--- config.mk ---
export PLATFORM = sky130hd
export DESIGN_NAME = uart_rx_ovs
export DESIGN_NICKNAME = d
export VERILOG_FILES = /design/src/rtl/uart_rx_ovs.sv
export SDC_FILE = /design/constraint.sdc
export NUM_CORES = 1
export LEC_CHECK = 0
export ABC_CLOCK_PERIOD_IN_PS = 2500
export CAP_MARGIN = 20
export CORE_MARGIN = 10
export CORE_UTILIZATION = 30
export DETAILED_ROUTE_END_ITERATION = 12
export PLACE_DENSITY = 0.53
export SETUP_SLACK_MARGIN = 0.02
export SYNTH_ARGS = -nofsm -noshare
export SYNTH_HDL_FRONTEND = slang
export SYNTH_SLANG_ARGS = --single-unit
--- constraint.sdc ---
create_clock -name clk -period 2.5 [get_ports clk]
set_clock_uncertainty 0.15 [all_clocks]
set_input_delay 0.375 -clock clk [delete_from_list [all_inputs] [get_ports clk]]
set_output_delay 0.375 -clock clk [all_outputs]
set_load 0.02 [all_outputs]
--- src/rtl/uart_rx_ovs.sv ---
// UART receiver with input synchroniser, OVS-times oversampling and 3-sample majority vote,
// runtime baud divisor, optional parity, 1 or 2 stop bits and a valid/ready output buffer.
module uart_rx_ovs #(
    parameter int unsigned DLEN = 8,
    parameter int unsigned OVS  = 16,
    parameter int unsigned DIVW = 16,
    parameter int unsigned SYNC = 2
) (
    input  logic            clk,
    input  logic            rstn,
    input  logic            i_rxs,
    input  logic [DIVW-1:0] i_div,
    input  logic            i_par_en,
    input  logic            i_par_odd,
    input  logic            i_stop2,
    output logic            o_rvalid,
    input  logic            i_rready,
    output logic [DLEN-1:0] o_rdata,
    output logic            o_perr,
    output logic            o_ferr,
    output logic            o_brk,
    output logic            o_ovr
);

    localparam int unsigned OSW = $clog2(OVS);
    localparam int unsigned BCW = $clog2(DLEN + 1);
    localparam logic [OSW-1:0] OS_S0   = OSW'(OVS / 2 - 1);
    localparam logic [OSW-1:0] OS_S1   = OSW'(OVS / 2);
    localparam logic [OSW-1:0] OS_VOTE = OSW'(OVS / 2 + 1);
    localparam logic [OSW-1:0] OS_END  = OSW'(OVS - 1);
    localparam logic [BCW-1:0] BC_LAST = BCW'(DLEN);

    typedef enum logic [2:0] {
        S_IDLE,
        S_START,
        S_DATA,
        S_PARITY,
        S_STOP1,
        S_STOP2,
        S_BRKWAIT
    } state_t;

    logic [SYNC-1:0] sync_q;
    logic            rxs;

    state_t          state_q;
    logic [DIVW-1:0] div_ct_q;
    logic [DIVW-1:0] div_l_q;
    logic [OSW-1:0]  os_ct_q;
    logic [BCW-1:0]  bit_ct_q;
    logic [DLEN-1:0] shreg_q;
    logic [1:0]      smp_q;
    logic            par_en_l_q;
    logic            par_odd_l_q;
    logic            stop2_l_q;
    logic            par_v_q;
    logic            perr_q;

    logic            counting;
    logic            tick;
    logic            at_vote;
    logic            at_end;
    logic            vote;
    logic            done_d;
    logic            ferr_d;
    logic            brk_d;

    logic            rvalid_q;
    logic [DLEN-1:0] rdata_q;
    logic            perr_o_q;
    logic            ferr_q;
    logic            brk_q;
    logic            ovr_q;

    always_ff @(posedge clk or negedge rstn) begin
        if (!rstn) begin
            sync_q <= '1;
        end else begin
            sync_q <= {sync_q[SYNC-2:0], i_rxs};
        end
    end

    assign rxs = sync_q[SYNC-1];

    assign counting = (state_q != S_IDLE) && (state_q != S_BRKWAIT);
    assign tick     = counting && (div_ct_q == div_l_q);
    assign at_vote  = tick && (os_ct_q == OS_VOTE);
    assign at_end   = tick && (os_ct_q == OS_END);
    assign vote     = (smp_q[0] & smp_q[1]) | (smp_q[0] & rxs) | (smp_q[1] & rxs);

    // Completion fires on the last stop vote tick, not at the end of the stop bit.
    always_comb begin
        done_d = 1'b0;
        ferr_d = 1'b0;
        brk_d  = 1'b0;
        if (at_vote) begin
            case (state_q)
                S_STOP1: begin
                    if (!stop2_l_q || !vote) begin
                        done_d = 1'b1;
                        ferr_d = !vote;
                        brk_d  = (shreg_q == '0) && !(par_en_l_q && par_v_q) && !vote;
                    end
                end
                S_STOP2: begin
                    done_d = 1'b1;
                    ferr_d = !vote;
                end
                default: ;
            endcase
        end
    end

    always_ff @(posedge clk or negedge rstn) begin
        if (!rstn) begin
            state_q     <= S_IDLE;
            div_ct_q    <= '0;
            div_l_q     <= '0;
            os_ct_q     <= '0;
            bit_ct_q    <= '0;
            shreg_q     <= '0;
            smp_q       <= '0;
            par_en_l_q  <= 1'b0;
            par_odd_l_q <= 1'b0;
            stop2_l_q   <= 1'b0;
            par_v_q     <= 1'b0;
            perr_q      <= 1'b0;
        end else begin
            if (!counting) begin
                div_ct_q <= '0;
                os_ct_q  <= '0;
            end else if (tick) begin
                div_ct_q <= '0;
                os_ct_q  <= (os_ct_q == OS_END) ? '0 : os_ct_q + 1'b1;
            end else begin
                div_ct_q <= div_ct_q + 1'b1;
            end

            if (tick && (os_ct_q == OS_S0)) smp_q[0] <= rxs;
            if (tick && (os_ct_q == OS_S1)) smp_q[1] <= rxs;

            case (state_q)
                S_IDLE: begin
                    if (!rxs) begin
                        state_q     <= S_START;
                        div_l_q     <= i_div;
                        par_en_l_q  <= i_par_en;
                        par_odd_l_q <= i_par_odd;
                        stop2_l_q   <= i_stop2;
                        bit_ct_q    <= '0;
                        par_v_q     <= 1'b0;
                        perr_q      <= 1'b0;
                    end
                end
                S_START: begin
                    if (at_vote && vote) state_q <= S_IDLE;
                    else if (at_end)     state_q <= S_DATA;
                end
                S_DATA: begin
                    if (at_vote) begin
                        shreg_q  <= {vote, shreg_q[DLEN-1:1]};
                        bit_ct_q <= bit_ct_q + 1'b1;
                    end
                    if (at_end && (bit_ct_q == BC_LAST)) begin
                        state_q <= par_en_l_q ? S_PARITY : S_STOP1;
                    end
                end
                S_PARITY: begin
                    if (at_vote) begin
                        par_v_q <= vote;
                        perr_q  <= vote != (^shreg_q ^ par_odd_l_q);
                    end
                    if (at_end) state_q <= S_STOP1;
                end
                S_STOP1: begin
                    if (at_vote) begin
                        if (!(stop2_l_q && vote)) state_q <= vote ? S_IDLE : S_BRKWAIT;
                    end else if (at_end) begin
                        state_q <= S_STOP2;
                    end
                end
                S_STOP2: begin
                    if (at_vote) state_q <= vote ? S_IDLE : S_BRKWAIT;
                end
                S_BRKWAIT: begin
                    if (rxs) state_q <= S_IDLE;
                end
                default: state_q <= S_IDLE;
            endcase
        end
    end

    // A completion coinciding with i_rready replaces the consumed frame without overrun.
    always_ff @(posedge clk or negedge rstn) begin
        if (!rstn) begin
            rvalid_q <= 1'b0;
            rdata_q  <= '0;
            perr_o_q <= 1'b0;
            ferr_q   <= 1'b0;
            brk_q    <= 1'b0;
            ovr_q    <= 1'b0;
        end else begin
            ovr_q <= 1'b0;
            if (done_d) begin
                if (!rvalid_q || i_rready) begin
                    rvalid_q <= 1'b1;
                    rdata_q  <= shreg_q;
                    perr_o_q <= par_en_l_q && perr_q;
                    ferr_q   <= ferr_d;
                    brk_q    <= brk_d;
                end else begin
                    ovr_q <= 1'b1;
                end
            end else if (i_rready) begin
                rvalid_q <= 1'b0;
            end
        end
    end

    assign o_rvalid = rvalid_q;
    assign o_rdata  = rdata_q;
    assign o_perr   = perr_o_q;
    assign o_ferr   = ferr_q;
    assign o_brk    = brk_q;
    assign o_ovr    = ovr_q;

endmodule
==> run summary <==
HP Class: flip-flop to flip-flop
Startpoint Class: flip-flop
Port-buffer cells: 35
Critical path's most frequent cell: nand4_1
Hold path depth: 0
Core box area: 0.0121 sq mm
Max FO, Critical Path: 11
CTS Buf Count: 9
Worst reg2reg setup slack: 50 ps
Setup repair after global routing missed its margin: yes
Top post-synthesis cells by count: nand2_1 (85), dfrtp_1 (71), nor2_1 (25)
Synth Flop Type: dfrtp_1
Clock-pin slew on the worst setup and hold paths: 60 ps
F_max: 0.408 GHz
WP data required: 2560 ps
Grt total ovfl: 0
Syn Nets: 407
Sequential fraction of the synthesis area: 0.491
Critical R2R Capture: o_rdata[5]
Die Wd: 131 microns
Part of the power in registers: 0.434
EDFF count, synth: 0
DRC violations left: 0
Pwr Total: 2950 uW
Max Buffers Root-to-Sink: 2
Yosys reg bits: 73
Async SR Flop Fraction: 1.00
Via count: 2,764
P_sw: 614 uW
Final worst-path cycle share: 0.981
Hold Path Origin: sync_q[0]
Tot GR Track Use: 0.0950
Worst skew pair latency: 330 ps
Die height: 131 microns
CP Class: flip-flop to flip-flop
Crit path largest cell delay: 460 ps
Antenna Nets Post-Route: 0
Initial antenna violation count: 0
Final net count: 466
Top-area cell type share of the netlist area: 0.477
Final wirelength: 8080 microns
Switching Share: 0.208
Rows: 40
Final Hold Fails: 0
Synth Cell Area: 0.00373 sq mm
Max-cap violations: 0
Vias in the first global route: 2,904
TritonCTS clock tree: built
Starting Density: 0.308
DP HPWL: 5880 microns
Peak supply drop: 0.000370 V
Leak Pwr: 0.00218 uW
Top cells by area, synth: dfrtp_1 (48%), nand2_1 (8.6%), xnor2_1 (5.4%)
Largest net degree at the start of global routing: 30
CP bufs+invs: 1
Worst Tran Pin Value: 634 ps
PD cells: 613 mW/mm^2
Area leader, netlist: dfrtp_1
Yosys Warn Count: 0
Min Hold Slack: 204 ps
Layout Utilization: 0.398
Clock power share: 0.499
# diodes: 0
WL/cell: 13.4 microns
Worst path cell trace: xnor2_2 -> nand4_1 -> nor4_4 -> nand4_1 -> nor3b_2 -> buf_6 -> mux2_2
Num Clock Sinks: 73
Vias/cell: 4.57
Pint: 2340 uW
Io pins: 36
Slew Limit Fails: 0
Iter 0 DRT Violations: 118
Area delta synth->final: 29.3%
Worst r2r src: div_ct_q[11]
Die ar.: 0.0173 sq mm
Status: complete, no violations
Top Family by Delay on Critical Path: simple AND/OR/NAND/NOR gates
Synth Instances: 374
Fin crit period: 2450 ps
Global-route wire length before repair: 14,000 microns
Share of layout cells above drive strength 1: 0.190
Slew HR: 0.577
Clock root buffer: clkbuf_16
Comb pwr share: 0.067
Routability congestion estimate: 0.831
Top-count cell post-synth: nand2_1
Non-filler instance count after layout: 605
Unique cell type count in the Yosys netlist: 50
Worst setup EP type: flip-flop
Pre-antenna DRT Iters: 4
Placed Cells: 581
Syn avg cell area: 9.96 sq um
Arrival @ worst endpoint: 2510 ps
Worst hold endpoint: sync_q[1]
H-tree Lvls: 3
CP max stage cell: dfrtp_1
Setup Viol. Count Final: 0
Reg2Reg Depth: 7
metrics by stage:
| stage | setup WS [ps] | setup TNS, ps | cell area (sq um) |
|---|---|---|---|
| 4_1_cts | 20.7 | 0 | 4740 |
| 6_report | 46.8 | 0 | 4820 |
| 3_3_place_gp | 97.5 | 0 | 4350 |
| 5_1_grt | -117 | -1250 | 4820 |
| 3_5_place_dp | -7.64 | -23.2 | 4350 |
| 2_1_floorplan | 181 | 0 | 3730 |
power groups by stage:
stage	registers, uW	logic, uW	clock network (uW)
after CTS	1280	183	1510
after global routing	1290	223	1550
after global placement	1300	177	0
final	1280	197	1470
after detailed placement	1300	178	0
after floorplan	1290	89.1	0
per-layer routing:
layer,part of all wire,global-route usage,vias to the layer above
li1,-,-,1373
met1,0.46,0.115,1336
met2,0.49,0.158,42
met3,0.035,0.0278,13
met4,0.016,0.0321,0
met5,0,0,-
cell families after synthesis:
group | after synthesis | synth area share
buf+inv | 35 | 0.0477
fa+ha+maj | 11 | 0.0363
compound gates | 36 | 0.0725
xor+xnor | 36 | 0.0866
mux | 20 | 0.0591
simple gates | 163 | 0.207
flops | 73 | 0.491
cell type report:
cell class,count,area [sq um]
Clock buffer,10,239
Clock inverter,5,104
Fill cell,1214,7290
Inverter,17,63.8
Multi-Input combinational cell,266,1770
Sequential cell,73,1830
Tap cell,168,210
Timing Repair Buffer,66,601
placed cells by master (no fill, tap or decap), drive strengths merged, types with 7 or more instances in the layout:
master,count
nand2,85
dfrtp,71
clkdlybuf4s50,34
buf,31
nor2,25
xnor2,24
inv,17
o21ai,14
mux2,13
xor2,12
nand4,10
nand3,10
ha,10
clkbuf,10
mux2i,7
state kept, by name, summed over array words and instances, names as in the netlist:
name         flops
o_brk            1
o_ferr           1
o_ovr            1
par_odd_l_q      1
par_v_q          1
smp_q            2
perr_q           1
state_q          3
shreg_q          8
o_rdata          8
div_ct_q        16
o_rvalid         1
os_ct_q          4
div_l_q         16
o_perr           1
bit_ct_q         4
par_en_l_q       1
sync_q           2
stop2_l_q        1
worst max path at each step:
stage,slack (ps),from,to,cells past startpoint
global route,-120,div_ct_q[11],o_rdata[1],7
detailed placement,-8,div_ct_q[2],o_rdata[5],7
CTS,20,div_ct_q[3],o_rdata[5],7
floorplan,180,div_ct_q[7],o_ferr,8
finish,50,div_ct_q[11],o_rdata[5],7
global placement,100,div_ct_q[2],o_rdata[5],7
timing repair:
| item | in CTS | in global routing |
|---|---|---|
| setup endpoints to repair | 12 | 17 |
| hold buffers | 1 | 0 |
| setup buffers | 2 | 6 |
| gates resized for setup | 4 | 9 |
| cloned | 0 | 0 |
| endpoints found under the hold margin | 21 | 0 |
| pin swaps | 4 | 6 |
Power figures use the tool's default switching activity.
